### config.mk
export PLATFORM = sky130hd
export DESIGN_NAME = raifes_gpio_irq
export DESIGN_NICKNAME = d
export VERILOG_FILES = /design/src/rtl/raifes_gpio_irq_pkg.sv /design/src/rtl/raifes_sync_edge.sv /design/src/rtl/raifes_gpio_irq.sv
export SDC_FILE = /design/constraint.sdc
export NUM_CORES = 1
export LEC_CHECK = 0
export ABC_AREA = 0
export BUFFER_PORTS_ARGS = -buffer_cell sky130_fd_sc_hd__buf_2
export CAP_MARGIN = 0
export CORE_MARGIN = 2
export CORE_UTILIZATION = 42
export DETAILED_ROUTE_END_ITERATION = 8
export PLACE_DENSITY = 0.71
export SETUP_SLACK_MARGIN = 0.02
export SYNTH_ARGS = -nofsm -noshare
export SYNTH_HDL_FRONTEND = slang
export SYNTH_SLANG_ARGS = --single-unit
### constraint.sdc
create_clock -name clk -period 6.6 [get_ports clk]
set_clock_uncertainty 0.15 [all_clocks]
set_input_delay 0.99 -clock clk [delete_from_list [all_inputs] [get_ports clk]]
set_output_delay 0.99 -clock clk [all_outputs]
set_load 0.005 [all_outputs]
### src/rtl/raifes_gpio_irq_pkg.sv
// rtl/raifes_gpio_irq_pkg.sv - register map and HASTI encodings for the GPIO/IRQ peripheral
package raifes_gpio_irq_pkg;

    localparam int GPIO_WIN_BITS = 6;

    localparam logic [GPIO_WIN_BITS-1:0] GPIO_OFF_DATA_OUT = 6'h00;
    localparam logic [GPIO_WIN_BITS-1:0] GPIO_OFF_OUT_EN   = 6'h04;
    localparam logic [GPIO_WIN_BITS-1:0] GPIO_OFF_DATA_IN  = 6'h08;
    localparam logic [GPIO_WIN_BITS-1:0] GPIO_OFF_SET      = 6'h0C;
    localparam logic [GPIO_WIN_BITS-1:0] GPIO_OFF_CLR      = 6'h10;
    localparam logic [GPIO_WIN_BITS-1:0] GPIO_OFF_IRQ_EN   = 6'h14;
    localparam logic [GPIO_WIN_BITS-1:0] GPIO_OFF_IRQ_POL  = 6'h18;
    localparam logic [GPIO_WIN_BITS-1:0] GPIO_OFF_IRQ_PEND = 6'h1C;
    localparam logic [GPIO_WIN_BITS-1:0] GPIO_OFF_TOGGLE   = 6'h20;

    localparam logic [1:0] HTRANS_IDLE   = 2'b00;
    localparam logic [1:0] HTRANS_BUSY   = 2'b01;
    localparam logic [1:0] HTRANS_NONSEQ = 2'b10;
    localparam logic [1:0] HTRANS_SEQ    = 2'b11;
    localparam logic [2:0] HSIZE_WORD    = 3'b010;
    localparam logic       HRESP_OKAY    = 1'b0;

    // Word index within the window, as latched in the address phase
    typedef enum logic [3:0] {
        REG_DATA_OUT = GPIO_OFF_DATA_OUT[5:2],
        REG_OUT_EN   = GPIO_OFF_OUT_EN[5:2],
        REG_DATA_IN  = GPIO_OFF_DATA_IN[5:2],
        REG_SET      = GPIO_OFF_SET[5:2],
        REG_CLR      = GPIO_OFF_CLR[5:2],
        REG_IRQ_EN   = GPIO_OFF_IRQ_EN[5:2],
        REG_IRQ_POL  = GPIO_OFF_IRQ_POL[5:2],
        REG_IRQ_PEND = GPIO_OFF_IRQ_PEND[5:2],
        REG_TOGGLE   = GPIO_OFF_TOGGLE[5:2]
    } gpio_reg_e;

    function automatic logic is_active_trans(input logic [1:0] htrans);
        return (htrans == HTRANS_NONSEQ) || (htrans == HTRANS_SEQ);
    endfunction

endpackage

### src/rtl/raifes_sync_edge.sv
// rtl/raifes_sync_edge.sv - pad input synchroniser with previous-value flop and edge detect
module raifes_sync_edge #(
    parameter int WIDTH       = 8,
    parameter int SYNC_STAGES = 2
) (
    input  logic             clk,
    input  logic             reset,
    input  logic [WIDTH-1:0] d,
    output logic [WIDTH-1:0] sync,
    output logic [WIDTH-1:0] rise,
    output logic [WIDTH-1:0] fall
);

    logic [SYNC_STAGES-1:0][WIDTH-1:0] chain;
    logic [WIDTH-1:0]                  prev;

    always_ff @(posedge clk or posedge reset) begin
        if (reset) begin
            chain <= '0;
            prev  <= '0;
        end else begin
            chain <= {chain[SYNC_STAGES-2:0], d};
            prev  <= chain[SYNC_STAGES-1];
        end
    end

    assign sync = chain[SYNC_STAGES-1];
    assign rise = sync & ~prev;
    assign fall = ~sync & prev;

endmodule

### src/rtl/raifes_gpio_irq.sv
// rtl/raifes_gpio_irq.sv - HASTI GPIO peripheral with set/clear writes and per-pin edge interrupts
// Optional TOGGLE register at 0x20 under RAIFES_GPIO_TOGGLE_EN.
module raifes_gpio_irq
    import raifes_gpio_irq_pkg::*;
#(
    parameter int          WIDTH       = 8,
    parameter logic [31:0] BASE_ADDR   = 32'hC000_0100,
    parameter int          SYNC_STAGES = 2
) (
    input  logic             clk,
    input  logic             reset,
    output logic [WIDTH-1:0] gpio_d,
    output logic [WIDTH-1:0] gpio_en,
    input  logic [WIDTH-1:0] gpio_i,
    output logic             irq,
    input  logic [31:0]      haddr,
    input  logic             hwrite,
    input  logic [2:0]       hsize,
    input  logic [2:0]       hburst,
    input  logic             hmastlock,
    input  logic [3:0]       hprot,
    input  logic [1:0]       htrans,
    input  logic [31:0]      hwdata,
    output logic [31:0]      hrdata,
    output logic             hready,
    output logic             hresp
);

    logic [WIDTH-1:0] data_out, out_en, irq_en, irq_pol, irq_pend;
    logic [WIDTH-1:0] data_out_next, pend_next;
    logic [WIDTH-1:0] din_sync, din_rise, din_fall;
    logic [WIDTH-1:0] wdata;
    logic             irq_q;

    logic             sel_q, write_q;
    logic [2:0]       size_q;
    gpio_reg_e        off_q;
    logic             addr_hit, wr_en;

    logic unused_bus;
    assign unused_bus = ^{hburst, hmastlock, hprot, haddr[1:0], hwdata};

    assign hready = 1'b1;
    assign hresp  = HRESP_OKAY;

    raifes_sync_edge #(
        .WIDTH       (WIDTH),
        .SYNC_STAGES (SYNC_STAGES)
    ) u_sync_edge (
        .clk   (clk),
        .reset (reset),
        .d     (gpio_i),
        .sync  (din_sync),
        .rise  (din_rise),
        .fall  (din_fall)
    );

    assign addr_hit = is_active_trans(htrans) && hready &&
                      (haddr[31:GPIO_WIN_BITS] == BASE_ADDR[31:GPIO_WIN_BITS]);

    always_ff @(posedge clk or posedge reset) begin
        if (reset) begin
            sel_q   <= 1'b0;
            write_q <= 1'b0;
            size_q  <= 3'b000;
            off_q   <= REG_DATA_OUT;
        end else begin
            sel_q   <= addr_hit;
            write_q <= hwrite;
            size_q  <= hsize;
            off_q   <= gpio_reg_e'(haddr[5:2]);
        end
    end

    assign wr_en = sel_q && write_q && (size_q == HSIZE_WORD);
    assign wdata = hwdata[WIDTH-1:0];

    always_comb begin
        data_out_next = data_out;
        if (wr_en) begin
            case (off_q)
                REG_DATA_OUT: data_out_next = wdata;
                REG_SET:      data_out_next = data_out | wdata;
                REG_CLR:      data_out_next = data_out & ~wdata;
`ifdef RAIFES_GPIO_TOGGLE_EN
                REG_TOGGLE:   data_out_next = data_out ^ wdata;
`endif
                default:      data_out_next = data_out;
            endcase
        end
    end

    // A fresh edge in the same cycle as a W1C keeps the bit set
    always_comb begin
        pend_next = irq_pend | ((irq_pol & din_rise) | (~irq_pol & din_fall));
        if (wr_en && off_q == REG_IRQ_PEND) begin
            pend_next = (irq_pend & ~wdata) |
                        ((irq_pol & din_rise) | (~irq_pol & din_fall));
        end
    end

    always_ff @(posedge clk or posedge reset) begin
        if (reset) begin
            data_out <= '0;
            out_en   <= '0;
            irq_en   <= '0;
            irq_pol  <= '0;
            irq_pend <= '0;
            irq_q    <= 1'b0;
        end else begin
            data_out <= data_out_next;
            irq_pend <= pend_next;
            irq_q    <= |(irq_pend & irq_en);
            if (wr_en && off_q == REG_OUT_EN)  out_en  <= wdata;
            if (wr_en && off_q == REG_IRQ_EN)  irq_en  <= wdata;
            if (wr_en && off_q == REG_IRQ_POL) irq_pol <= wdata;
        end
    end

    always_comb begin
        hrdata = '0;
        if (sel_q && !write_q) begin
            case (off_q)
                REG_DATA_OUT: hrdata[WIDTH-1:0] = data_out;
                REG_OUT_EN:   hrdata[WIDTH-1:0] = out_en;
                REG_DATA_IN:  hrdata[WIDTH-1:0] = din_sync;
                REG_IRQ_EN:   hrdata[WIDTH-1:0] = irq_en;
                REG_IRQ_POL:  hrdata[WIDTH-1:0] = irq_pol;
                REG_IRQ_PEND: hrdata[WIDTH-1:0] = irq_pend;
                default:      hrdata = '0;
            endcase
        end
    end

    assign gpio_d  = data_out;
    assign gpio_en = out_en;
    assign irq     = irq_q;

endmodule
==> results.md <==
* H-tree depth at 3
* Nets at 458
* CTS Buf Count at 9
* Top cells by count, synth: dfrtp_1, buf_4, mux2_2
* Syn Std Cell Area at 3410 um2
* Slowest stage delay, CP at 880 ps
* Internal at 0.000709 W
* GR Overflow Total at 0
* Die width at 94.1 um
* TNS Setup at 0 ps
* Top cell type's share of synthesized area at 54.3%
* R2R cell count at 4
* # DRC at 0
* CTS Root Cell: clkbuf_8
* Slowest CP cell: dfrtp_1
* Post-synthesis compound-gate area fraction at 11.4%
* Synth-to-layout area growth at 17.1%
* Sequential-to-total area share from yosys stat at 54.3%
* Mux cell area share after synthesis at 10.7%
* Least-Margin Pin Slew at 921 ps
* Number of buffers added on ports at 77
* CP Class: register to output port
* EDFF count, synth at 0
* Sequential share of power at 52.1%
* Hold_sp: u_sync_edge.chain[4]
* Fmax at 274 MHz
* Vias in the first global route at 2540
* Cell taking the most area after synthesis: dfrtp_1
* Sw frac at 23.8%
* Hold path cells at 0
* Hold Slack at 201 ps
* Syn Inst Count at 292
* Hold crit path type: register to register
* Post-route clock period utilization at 55.2%
* Critical R2R Capture: irq_pol[4]
* R2R Setup Slk at 3970 ps
* Initial Util at 43.7%
* Initial antenna violation count at 0
* Most frequent cell after synthesis: dfrtp_1
* Critical Path Start: off_q[2]
* Clock power share at 41.3%
* Placed cell count at 461
* Adder-Cell Fraction of Synth Area at 0%
* DR WL/cell at 16.7 um
* Synth Area in XOR/XNOR at 0%
* Status: finished clean
* Die height at 94.1 um
* Synth cell types at 39
* Top-Level Pins at 139
* Max-capacitance violation count at 0
* Peak VDD IR at 140 uV
* Top cells by area, synth: dfrtp_1, mux2_2, buf_4
* Share of cells above drive strength 1 at 33.9%
* Core footprint at 7810 um2
* PostCTS Resize Cnt at 0
* Non-Filler Instances at 477
* Die ar. at 8850 um2
* Setup repair bufs after CTS at 0
* All-Layer GR Usage at 19.1%
* Pleak at 1.85 nW
* # rows at 32
* Pin count of the biggest net entering global routing at 75
* Avg Inst Size Synth at 11.7 um2
* Post-route ant nets at 0
* Unrepaired setup endpoints after global routing: no
* Post-DP HPWL at 5450 um
* Number of diodes at 0
* CTS Buffer Depth at 2
* Clk pin slew, worst setup/hold paths at 80 ps
* Part of the power in combinational logic at 6.6%
* Via count at 2541
* Vias per cell at 5.33
* Synth Area in Simple Gates at 16.0%
* Crit path time final at 3650 ps
* Final setup vio count at 0
* PD cells at 233 nW/um2
* Synthesis Warnings at 0
* First-pass GRT wire length at 12600 um
* Crit path DAT at 2510 ps
* Hold buffers post-CTS at 0
* Final hold vios at 0
* TritonRoute pass-1 iters at 4
* DRT iter0 DRCs at 156
* Data required time at the worst endpoint at 5460 ps
* Number of clock sinks at 74
* Post-layout util at 51.1%
* Slew HR at 38.2%
* Crit path launch type: register
* Fillcell total at 700
* Worst skew pair latency at 360 ps
* Final GP Congestion at 0.791
* Synthesized flop and latch total at 74
* Final slew viol count at 0
* Crit end category: output port
* Worst r2r src: off_q[2]
* Main combinational cell family by area after synthesis: simple AND/OR/NAND/NOR gates
* Hold Path Sink: u_sync_edge.sync[4]
* Most used DFF post-synth: dfrtp_1
* Crit Path Max Fanout at 21
* Ys async rst share at 100%
* Worst-path cell chain: and3b_1 > a21oi_1 > nand3_1 > a31oi_1 > buf_2
* NetSw at 0.000221 W
* WL final at 7970 um
* CTS tree: done
[worst max-delay path by stage]
stage / to / slack, ps / cells after the start
5_1_grt: hrdata[0] / 2870 / 5
6_report: hrdata[0] / 2950 / 5
3_3_place_gp: hrdata[4] / 3360 / 5
4_1_cts: hrdata[3] / 2990 / 5
3_5_place_dp: hrdata[3] / 3380 / 5
2_1_floorplan: gpio_d[0] / 3580 / 1
[worst max-delay path: cells and delay by family, from the launching register on]
family | cells | cell delay [ps]
compound gates | 2 | 490
flops | 1 | 880
buf+inv | 1 | 160
simple gates | 2 | 610
[layout make-up]
cell class,instances,area [um2],share of cell area [%]
Multi-Input combinational cell,206,1400,35.0
Sequential cell,74,1850,46.4
Clock inverter,6,88.8,2.23
Timing Repair Buffer,78,393,9.84
Clock buffer,10,128,3.20
Tap cell,102,128,3.20
Inverter,1,3.75,0.0940
[logic make-up after synthesis]
kind of cell / Yosys count
DFF: 74
buffers and inverters: 36
muxes: 33
AOI/OAI and AO/OA: 50
other: 2
and+or+nand+nor: 97
[cell usage in the layout, fill, tap and decap left out, types with 2 or more instances in the layout]
cell,synthesis,layout
dfrtp_1,74,74
and3_1,8,8
a21oi_1,9,9
mux2i_1,5,5
nand3_1,6,6
nor2b_1,13,13
clkbuf_8,0,9
nor3_1,2,2
or3_1,3,3
nor4_1,8,8
nand2_1,17,17
a22o_1,2,2
bufinv_16,0,2
a221o_1,15,15
buf_2,3,77
a21o_1,3,3
and2_1,3,3
conb_1,2,26
a22oi_1,11,11
a221oi_1,4,4
a31oi_1,3,3
nand3b_1,2,2
nand4_1,2,2
mux2_2,28,28
nor2_1,23,23
clkinvlp_4,0,2
[metrics by stage]
step,setup WS (ps),area [um2],power (W)
final,2950,3990,0.000930
after global routing,2870,3990,0.000969
after CTS,2990,3990,0.000939
after detailed placement,3380,3770,0.000555
after global placement,3360,3770,0.000553
after floorplan,3580,3500,0.000534
[flip-flops by register name (all words and copies together), names as in the netlist, 3 cells and up]
register	cells
u_sync_edge.prev	8
off_q	4
irq_pend	8
size_q	3
u_sync_edge.sync	8
irq_en	8
irq_pol	8
gpio_d	8
gpio_en	8
u_sync_edge.chain	8
[power groups by stage]
stage	registers, W	clock network (W)	logic [W]
5_1_grt	0.000487	0.000413	0.0000693
3_3_place_gp	0.000492	0	0.0000603
3_5_place_dp	0.000493	0	0.0000613
2_1_floorplan	0.000485	0	0.0000493
4_1_cts	0.000484	0.000393	0.0000617
6_report	0.000484	0.000384	0.0000614
[metal layers]
layer / track usage (%) / part of all wire, % / vias up
met5: 0 / 0 / -
met4: 6.88 / 1.5 / 0
met3: 5.38 / 7.3 / 16
met2: 31.3 / 49 / 124
met1: 24.0 / 42 / 1225
li1: - / - / 1176
No activity file was read; power rests on OpenSTA's default activity.
